===== config.mk =====
export PLATFORM = sky130hd
export DESIGN_NAME = alu_issue_stage
export DESIGN_NICKNAME = d
export VERILOG_FILES = /design/src/rtl/alu_issue_pkg.sv /design/src/rtl/alu_ctrl_decode.sv /design/src/rtl/alu_issue_stage.sv
export SDC_FILE = /design/constraint.sdc
export NUM_CORES = 1
export LEC_CHECK = 0
export BUFFER_PORTS_ARGS = -buffer_cell sky130_fd_sc_hd__clkbuf_2
export CAP_MARGIN = 20
export CORE_MARGIN = 2
export CORE_UTILIZATION = 57
export DETAILED_ROUTE_END_ITERATION = 10
export PLACE_DENSITY = 0.86
export SLEW_MARGIN = 10
export SYNTH_ARGS = -nofsm -noshare
export SYNTH_HDL_FRONTEND = slang
export SYNTH_SLANG_ARGS = --single-unit

===== constraint.sdc =====
create_clock -name clk -period 6.5 [get_ports clk]
set_input_delay 0.325 -clock clk [delete_from_list [all_inputs] [get_ports clk]]
set_output_delay 0.325 -clock clk [all_outputs]
set_load 0.03 [all_outputs]

===== src/rtl/alu_issue_pkg.sv =====
// alu_issue_pkg: ALU codes, opcodes, issue bundle type and decode helpers for alu_issue_stage
package alu_issue_pkg;
  localparam int DATA_W = 32;
  localparam int CODE_W = 4;
  localparam logic [CODE_W-1:0] ALU_AND = 4'b0000;
  localparam logic [CODE_W-1:0] ALU_OR  = 4'b0001;
  localparam logic [CODE_W-1:0] ALU_ADD = 4'b0010;
  localparam logic [CODE_W-1:0] ALU_MUL = 4'b0011;
  localparam logic [CODE_W-1:0] ALU_SLL = 4'b0100;
  localparam logic [CODE_W-1:0] ALU_SRL = 4'b0101;
  localparam logic [CODE_W-1:0] ALU_SUB = 4'b0110;
  localparam logic [CODE_W-1:0] ALU_XOR = 4'b0111;
  localparam logic [6:0] OP_R      = 7'b0110011;
  localparam logic [6:0] OP_IMM    = 7'b0010011;
  localparam logic [6:0] OP_LOAD   = 7'b0000011;
  localparam logic [6:0] OP_STORE  = 7'b0100011;
  localparam logic [6:0] OP_BRANCH = 7'b1100011;
  localparam logic [6:0] F7_BASE   = 7'b0000000;
  localparam logic [6:0] F7_ALT    = 7'b0100000;
  localparam logic [6:0] F7_MUL    = 7'b0000001;
  typedef struct packed {
    logic [DATA_W-1:0] alu_a;
    logic [DATA_W-1:0] alu_b;
    logic [CODE_W-1:0] alu_ctrl;
    logic [4:0]        rd;
    logic              reg_write;
    logic              is_branch;
    logic              illegal;
  } bundle_t;
  localparam bundle_t BUNDLE_RST = '{alu_a: '0, alu_b: '0, alu_ctrl: ALU_ADD, rd: '0,
                                     reg_write: 1'b0, is_branch: 1'b0, illegal: 1'b0};
  typedef enum logic [1:0] {EMPTY, ONE, TWO} occ_t;
  // funct3 -> ALU code shared by register and immediate ALU ops; unlisted funct3 falls back to ADD
  function automatic logic [CODE_W-1:0] alu_code(input logic [2:0] f3);
    return f3 == 3'b111 ? ALU_AND : f3 == 3'b110 ? ALU_OR : f3 == 3'b100 ? ALU_XOR :
           f3 == 3'b001 ? ALU_SLL : f3 == 3'b101 ? ALU_SRL : ALU_ADD;
  endfunction
  function automatic logic [DATA_W-1:0] sext12(input logic [11:0] v);
    return {{(DATA_W-12){v[11]}}, v};
  endfunction
endpackage


===== src/rtl/alu_ctrl_decode.sv =====
// alu_ctrl_decode: combinational RV32 instr + rs data -> ALU issue bundle (illegal flag under ILLEGAL_TRAP_EN)
module alu_ctrl_decode
  import alu_issue_pkg::*;
(
  input  logic [31:0]       instr,
  input  logic [DATA_W-1:0] rs1_data,
  input  logic [DATA_W-1:0] rs2_data,
  output bundle_t           bundle
);
  logic [6:0] op, f7;
  logic [2:0] f3;
  logic ok, wr, br, shift;
  logic [CODE_W-1:0] ctrl;
  logic [DATA_W-1:0] b;
  assign op = instr[6:0];
  assign f3 = instr[14:12];
  assign f7 = instr[31:25];
  assign shift = f3 == 3'b001 || f3 == 3'b101;
  // Classify the encoding, then squash anything unrecognised into a NOP bundle
  always_comb begin
    ok = 1'b0;
    wr = 1'b0;
    br = 1'b0;
    ctrl = ALU_ADD;
    b = '0;
    case (op)
      OP_R: begin
        b = rs2_data;
        wr = 1'b1;
        ok = (f7 == F7_BASE && f3 != 3'b010 && f3 != 3'b011) ||
             (f3 == 3'b000 && (f7 == F7_ALT || f7 == F7_MUL));
        ctrl = f7 == F7_ALT ? ALU_SUB : f7 == F7_MUL ? ALU_MUL : alu_code(f3);
      end
      OP_IMM: begin
        wr = 1'b1;
        ok = shift ? f7 == F7_BASE : f3 != 3'b010 && f3 != 3'b011;
        ctrl = alu_code(f3);
        b = shift ? {{(DATA_W-5){1'b0}}, instr[24:20]} : sext12(instr[31:20]);
      end
      OP_LOAD: begin
        ok = 1'b1;
        wr = 1'b1;
        b = sext12(instr[31:20]);
      end
      OP_STORE: begin
        ok = 1'b1;
        b = sext12({instr[31:25], instr[11:7]});
      end
      OP_BRANCH: begin
        ok = f3 == 3'b000 || f3 == 3'b001;
        br = 1'b1;
        ctrl = ALU_SUB;
        b = rs2_data;
      end
      default: ok = 1'b0;
    endcase
    bundle.alu_a = ok ? rs1_data : '0;
    bundle.alu_b = ok ? b : '0;
    bundle.alu_ctrl = ok ? ctrl : ALU_ADD;
    bundle.rd = ok ? instr[11:7] : 5'd0;
    bundle.reg_write = ok && wr && instr[11:7] != 5'd0;
    bundle.is_branch = ok && br;
`ifdef ILLEGAL_TRAP_EN
    bundle.illegal = !ok && !(op == OP_IMM && instr[31:7] == 25'd0);
`else
    bundle.illegal = 1'b0;
`endif
  end
endmodule


===== src/rtl/alu_issue_stage.sv =====
// alu_issue_stage: ID/EX issue register with 2-entry skid buffer; ILLEGAL_TRAP_EN adds illegal_instr output
module alu_issue_stage
  import alu_issue_pkg::*;
#(
  parameter int XLEN   = 32,
  parameter int CTRL_W = 4
) (
  input  logic              clk,
  input  logic              rst_n,
  input  logic              in_valid,
  output logic              in_ready,
  input  logic [31:0]       instr,
  input  logic [XLEN-1:0]   rs1_data,
  input  logic [XLEN-1:0]   rs2_data,
  input  logic              flush,
  output logic              out_valid,
  input  logic              out_ready,
  output logic [XLEN-1:0]   alu_a,
  output logic [XLEN-1:0]   alu_b,
  output logic [CTRL_W-1:0] alu_ctrl,
  output logic [4:0]        rd,
  output logic              reg_write,
  output logic              is_branch
`ifdef ILLEGAL_TRAP_EN
  ,
  output logic              illegal_instr
`endif
);
  occ_t state_q, state_d;
  bundle_t main_q, main_d, skid_q, skid_d, dec;
  logic accept, drain;
  alu_ctrl_decode u_dec (
    .instr   (instr),
    .rs1_data(rs1_data),
    .rs2_data(rs2_data),
    .bundle  (dec)
  );
  assign in_ready = state_q != TWO;
  assign out_valid = state_q != EMPTY;
  assign accept = in_valid && in_ready;
  assign drain = out_valid && out_ready;
  // Occupancy next-state and entry movement; flush overrides any accept or drain
  always_comb begin
    state_d = state_q;
    main_d = main_q;
    skid_d = skid_q;
    if (flush) state_d = EMPTY;
    else case (state_q)
      EMPTY: begin
        state_d = accept ? ONE : EMPTY;
        if (accept) main_d = dec;
      end
      ONE: begin
        state_d = accept && !drain ? TWO : !accept && drain ? EMPTY : ONE;
        if (accept && drain) main_d = dec;
        if (accept && !drain) skid_d = dec;
      end
      TWO: begin
        state_d = drain ? ONE : TWO;
        if (drain) main_d = skid_q;
      end
      default: state_d = EMPTY;
    endcase
  end
  // State and entry registers, cleared immediately on reset
  always_ff @(posedge clk or negedge rst_n) begin
    if (!rst_n) begin
      state_q <= EMPTY;
      main_q <= BUNDLE_RST;
      skid_q <= BUNDLE_RST;
    end else begin
      state_q <= state_d;
      main_q <= main_d;
      skid_q <= skid_d;
    end
  end
  assign alu_a = main_q.alu_a;
  assign alu_b = main_q.alu_b;
  assign alu_ctrl = main_q.alu_ctrl;
  assign rd = main_q.rd;
  assign reg_write = main_q.reg_write;
  assign is_branch = main_q.is_branch;
`ifdef ILLEGAL_TRAP_EN
  assign illegal_instr = main_q.illegal;
`else
  logic unused_illegal;
  assign unused_illegal = main_q.illegal;
`endif
endmodule

* Word level (Yosys, flattened, before mapping)
Index checks and enable logic that the tools add are counted.
** Word-level totals
- Memories kept :: 0
- Output and inout bits :: 77
- RAM bits :: 0
- Input port bits :: 101
- Bits in read-only memories :: 0
- Logic and storage cells :: 91
- Register bits after elaboration :: 152
- Bits in latches :: 0
** Cells by class
- Bitwise operators :: 1
- Equal/unequal tests :: 20
- $lt $le $gt $ge :: 0
- Shift-type cells :: 0
- Multipliers :: 0
- Add/subtract/negate cells :: 0
- Muxes and demuxes :: 28
- Reductions and logical operators :: 29
- Div/mod/pow operators :: 0
** Operator list (count)
- 2-to-1 mux 76 bit :: 3
- case mux 76 bit (3 select lines) :: 1
- case mux 32 bit (4 select lines) :: 1
- 2-to-1 mux 32 bit :: 3
- 2-to-1 mux 4 bit :: 7
- == test 7 x 6 -> 1 bit (second input constant) :: 3
- == test 3 bit (second input constant) :: 4
- logical AND 1 bit :: 12
- case mux 4 bit (3 select lines) :: 1
- != test 2 bit (second input constant) :: 4
- == test 7 x 1 -> 1 bit (second input constant) :: 1
- == test 7 x 2 -> 1 bit (second input constant) :: 1
- == test 7 x 5 -> 1 bit (second input constant) :: 1
- == test 7 bit (second input constant) :: 1
- logical NOT 7 bit :: 1
- 2-to-1 mux 2 bit :: 3
- != test 3 x 2 -> 1 bit (second input constant) :: 2
- case mux 2 bit (3 select lines) :: 1
- 2-to-1 mux 1 bit :: 5
- 2-to-1 mux 5 bit :: 1
- AND reduction 5 bit :: 1
- nonzero test 5 bit :: 1
- logical OR 1 bit :: 4
- case mux 1 bit (4 select lines) :: 1
- other kinds (13) :: 15

* Depth between registers and ports, before layout
- Depth in word-level cells :: 12
- Mapped depth :: 14
- Depth with buffers taken out :: 9

* Modules after synthesis
A second synthesis with hierarchy kept.
** Second synthesis, totals
- Cells, all modules :: 600
- Area total of the unflattened synthesis :: 7778.7 sq um
** By module, submodules not included
- alu_issue_stage :: sequential area each 3806.2 sq um, cells an instance 417, area an instance 6630.1 sq um, instances 1
- alu_ctrl_decode :: sequential area each 0.0 sq um, cells an instance 183, area an instance 1148.6 sq um, instances 1

* Worst setup path before layout
Ideal clock, no wire load.
- Path kind :: reg-to-reg
- Start :: reg state_q[0]
- End :: reg main_q, in the netlist alu_a[21]
- Required time :: 6374 ps
- Library setup time :: 126 ps
- Arrival time :: 2918 ps
- Buffers on the path :: 4
- Path slack :: 3456 ps
- Cell stages (with the launch flop) :: 14
- Clock period less this slack :: 3044 ps
- Cell sequence :: dfrtp_1 -> nor2b_1 -> clkbuf_1 -> clkbuf_1 -> inv_1 -> and2_1 -> ha_1 -> mux2i_1 -> o2bb2ai_1 -> nor2b_1 -> clkbuf_1 -> buf_2 -> and3_1 -> a221o_1
** On the way
- Cells in the longest elaborated chain, start to end :: 5
- Elaborated cells on any way between the ends :: 14
- Classes of those cells :: eq/ne (6); mux (1); reduce/logical (7)
** RTL lines
- start, declared :: RTL line alu_issue_stage.sv:29 : occ_t state_q, state_d;
- start signal, assigned :: RTL line alu_issue_stage.sv:72 : state_q <= state_d;
- != test 2 bit * :: RTL line alu_issue_stage.sv:38 : assign in_ready = state_q != TWO;
- named net in_ready :: RTL line alu_issue_stage.sv:11 : output logic in_ready,
- logical AND 1 bit * :: RTL line alu_issue_stage.sv:40 : assign accept = in_valid && in_ready;
- logical AND 1 bit :: RTL line alu_issue_stage.sv:55 : if (accept && drain) main_d = dec;
- != test 2 bit (no line)
- AND reduction 5 bit (no line) *
- end signal, assigned :: RTL line alu_issue_stage.sv:73 : main_q <= main_d;
- end, declared :: RTL line alu_issue_stage.sv:30 : bundle_t main_q, main_d, skid_q, skid_d, dec;
The timed path passes the listed nets; every way through them passes the cells marked *.
A chain may end at the register's enable or synchronous reset.

* Final worst setup path
- Start :: reg state_q[0]
- End :: reg skid_q[59] (netlist bit)
** On the way
- Cells in the longest elaborated chain, start to end :: 5
- Elaborated cells on any way between the ends :: 8
- Classes of those cells :: eq/ne (2); reduce/logical (6)
** RTL lines
- nonzero test 2 bit :: RTL line alu_issue_stage.sv:39 : assign out_valid = state_q != EMPTY;
- logical AND 1 bit :: RTL line alu_issue_stage.sv:41 : assign drain = out_valid && out_ready;
- logical NOT 1 bit :: RTL line alu_issue_stage.sv:56 : if (accept && !drain) skid_d = dec;
- logical AND 1 bit :: RTL line alu_issue_stage.sv:56
- AND reduction 3 bit (no line) *
- end signal, assigned :: RTL line alu_issue_stage.sv:74 : skid_q <= skid_d;
- end, declared :: RTL line alu_issue_stage.sv:30
Mark *: on every way between the ends. The rest lies on a longest branch, timed or not.

==> run metrics <==
outcome complete, no violations; uppermost signal routing layer after detailed routing met4; number of buffers added by the clock tree synthesis step 17; htree depth 4; Clock Root Buffer sky130_fd_sc_hd__clkbuf_16; Resize count post-CTS 0; top area cells in the synthesized netlist sky130_fd_sc_hd__dfrtp_1, sky130_fd_sc_hd__a221o_1, sky130_fd_sc_hd__a22o_1; combinational power share 16.1%; capturing element type of the critical path flip-flop; ANT nets after route 0; Worst Hold Class input pin to flip-flop; count of flip-flops with a built-in enable after synthesis 0; last weighted congestion value of the routability-driven placer 0.869; number of global-route vias before repair 5,703; leading cell types in the layout, fill and taps excluded sky130_fd_sc_hd__clkbuf_2, sky130_fd_sc_hd__dfrtp_1, sky130_fd_sc_hd__a21oi_1; switching power as a share of total power 28.7%; starting density of the core 58.1%; first-pass GRT wire length 28.9 mm; clock-pin slew reported for the worst setup and hold paths after clock tree synthesis 60 ps; Slew Viols, Final 0; DR WL met2 8.69 mm; total overflow reported by the global router 0; Final setup violation count 0; width of the die 112 um; Mapped Cells 620; maximum root-to-sink buffer count 2; critical path start-end classification flip-flop to flip-flop; Register Area 3760 um^2; multi-input combinational cell area 2630 um^2; kind of start point of the critical path flip-flop; worst hold slack 154 ps; fill cell count 801; biggest area consumer among synthesized cells sky130_fd_sc_hd__dfrtp_1; arrival time of data at the critical path endpoint 3770 ps; most used flip-flop cell after synthesis sky130_fd_sc_hd__dfrtp_1; Max Fanout on Critical Path 76; antenna violations before repair 0; post-synth cell types 56; io pins 178; CTS Sinks 150; portion of total power attributed to the clock network 40.5%; max capacitance violation total 0; Iter 0 DRT Violations 712; met1 WL 7.45 mm; unrepaired setup endpoints after global routing false; worst-skew pair later-pin latency 410 ps; area growth from synthesis to layout 22.6%; number of failing hold endpoints at the final stage 0; gr usage total 28.7%; average wire per cell in the routed design 19.4 um; PortBufs 171; average instance area after synthesis 10.7 um^2; total nets after synthesis 723; routed vias/inst 6.36; routed length on met3 1.41 mm; Power Total 2.39 mW; Tightest Pin Transition 1130 ps; pre-CTS setup slack 3150 ps; asr flop ratio synth 100%; cell-internal power 1.70 mW; Final HPWL DP 10.9 mm; DRT Pass-1 Iters 5; worst clock skew 5.36 ps; share of final-layout standard cells stronger than drive strength 1 29.3%; post-synth design cell area 6610 um^2; drt drc 0; total via count in the routed design 5,842; FMAX 0.292 GHz; most common cell after layout, fill and taps aside sky130_fd_sc_hd__clkbuf_2; Final Cycle Share 52.7%; area share of the largest cell type after synthesis 56.1%; Core Area 11,400 um^2; TritonCTS clock tree done; final setup slack of the worst path 3080 ps; Setup Buffers After CTS 0; Yosys warning count 0; FP Rows 39; Final min period 3420 ps; pin count of the biggest net entering global routing 81; Peak supply drop 0.189 mV; part of the total power dissipated in sequential elements 43.4%; Routed Wire Length 17.8 mm; Power per Cell Area 295 nW/um^2; nets 865; remaining max-slew budget at the tightest pin 24.3%; ANT cells 0; part of the Yosys area used for sequential elements 56.9%; die footprint 12,500 um^2; final-layout setup total negative slack 0 ps; reported net switching power 0.686 mW; Die H 112 um; Static Leakage 4.03 nW; Seq cells post-synth 150; worst path required time 6840 ps
-- worst max-delay path, stage by stage, from the launching register on --
cell                      delay, ps
sky130_fd_sc_hd__dfrtp_1        490
sky130_fd_sc_hd__or2_2          330
sky130_fd_sc_hd__nand2_1        100
sky130_fd_sc_hd__ha_1           220
sky130_fd_sc_hd__nand3_4        710
sky130_fd_sc_hd__a21oi_4       1170
sky130_fd_sc_hd__a22o_1         250
-- per-stage QoR --
stage | instance area, um^2 | utilization, % | std cells
global route | 8100 | 71.2 | 918
finish | 8100 | 71.2 | 918
floorplan | 6610 | - | 620
CTS | 8100 | 71.2 | 918
detailed placement | 7500 | 66.0 | 885
global placement | 7500 | 66.0 | 885
-- sequential cells by signal (all words and copies together), names as in the netlist --
name       flops
alu_b         32
is_branch      1
alu_a         32
alu_ctrl       3
state_q        2
rd             5
skid_q        74
reg_write      1
-- power groups by stage --
stage | clock, mW | combinational (mW) | sequential (mW)
after floorplan | 0 | 0.124 | 1.15
after global placement | 0 | 0.373 | 1.05
after detailed placement | 0 | 0.380 | 1.05
after CTS | 0.977 | 0.385 | 1.03
after global routing | 1.02 | 0.413 | 1.04
final | 0.966 | 0.384 | 1.03
-- synth_stat cells, types with 2 or more instances --
master,count
sky130_fd_sc_hd__dfrtp_1,148
sky130_fd_sc_hd__a21oi_1,59
sky130_fd_sc_hd__nand2_1,47
sky130_fd_sc_hd__nor2_1,45
sky130_fd_sc_hd__clkbuf_1,40
sky130_fd_sc_hd__and3_1,39
sky130_fd_sc_hd__a221o_1,37
sky130_fd_sc_hd__a22o_1,37
sky130_fd_sc_hd__o22ai_1,35
sky130_fd_sc_hd__o21ai_0,32
sky130_fd_sc_hd__o21ai_1,7
sky130_fd_sc_hd__a22oi_1,6
sky130_fd_sc_hd__buf_2,6
sky130_fd_sc_hd__nor3_1,6
sky130_fd_sc_hd__a21o_1,5
sky130_fd_sc_hd__a32oi_1,5
sky130_fd_sc_hd__inv_1,5
sky130_fd_sc_hd__buf_6,4
sky130_fd_sc_hd__a21boi_0,3
sky130_fd_sc_hd__and2_1,3
sky130_fd_sc_hd__buf_4,3
sky130_fd_sc_hd__nor2b_1,3
sky130_fd_sc_hd__a211oi_1,2
sky130_fd_sc_hd__a31oi_1,2
sky130_fd_sc_hd__buf_1,2
sky130_fd_sc_hd__dfstp_2,2
sky130_fd_sc_hd__ha_1,2
sky130_fd_sc_hd__mux2i_1,2
sky130_fd_sc_hd__nand2b_1,2
sky130_fd_sc_hd__nor3b_1,2
sky130_fd_sc_hd__o31ai_1,2
sky130_fd_sc_hd__or4_1,2
sky130_fd_sc_hd__xor2_1,2
-- routing by layer --
layer,global-route usage [%],vias to the layer above
li1,-,2613
met3,6.21,23
met4,7.98,0
met2,45.4,311
met5,0,-
met1,40.6,2895
-- cell families (layout without fill, tap and decap cells) --
kind of cell / after synthesis / in the layout / synth area share, %
compound gates: 246 / 246 / 26.2
other cells: 1 / 1 / 0.0568
fa+ha+maj: 2 / 2 / 0.379
flops: 150 / 150 / 56.9
mux: 2 / 2 / 0.303
simple gates: 156 / 156 / 11.7
xor+xnor: 2 / 2 / 0.265
buf+inv: 61 / 216 / 4.22
-- cell type report --
type / count / share of cell area (%)
Sequential cell: 150 / 46.4
Multi-Input combinational cell: 409 / 32.5
Timing Repair Buffer: 179 / 11.4
Clock buffer: 21 / 5.69
Tap cell: 143 / 2.21
Clock inverter: 11 / 1.55
Inverter: 5 / 0.232
-- path summary, 6_finish.rpt --
path | startpoint | to | slack [ps] | cells past startpoint
max reg2reg | state_q[0]$_DFF_PN0_ | skid_q[59]$_DFFE_PN0P_ | 3080 | 6
max | state_q[0]$_DFF_PN0_ | skid_q[59]$_DFFE_PN0P_ | 3080 | 6
min | rs1_data[19] | skid_q[63]$_DFFE_PN0P_ | 150 | 2
max in group asynchronous | rst_n | skid_q[71]$_DFFE_PN0P_ | 4610 | 3
min in group asynchronous | rst_n | alu_a[2]$_DFFE_PN0P_ | 520 | 2
min reg2reg | skid_q[1]$_DFFE_PN0P_ | skid_q[1]$_DFFE_PN0P_ | 480 | 2
-- repair_timing --
| action | 4_1_cts | 5_1_grt |
|---|---|---|
| hold buffers | 1 | 0 |
| endpoints found under the setup margin | 0 | 0 |
| hold endpoints to repair | 77 | 0 |
Power figures use the tool's default switching activity.
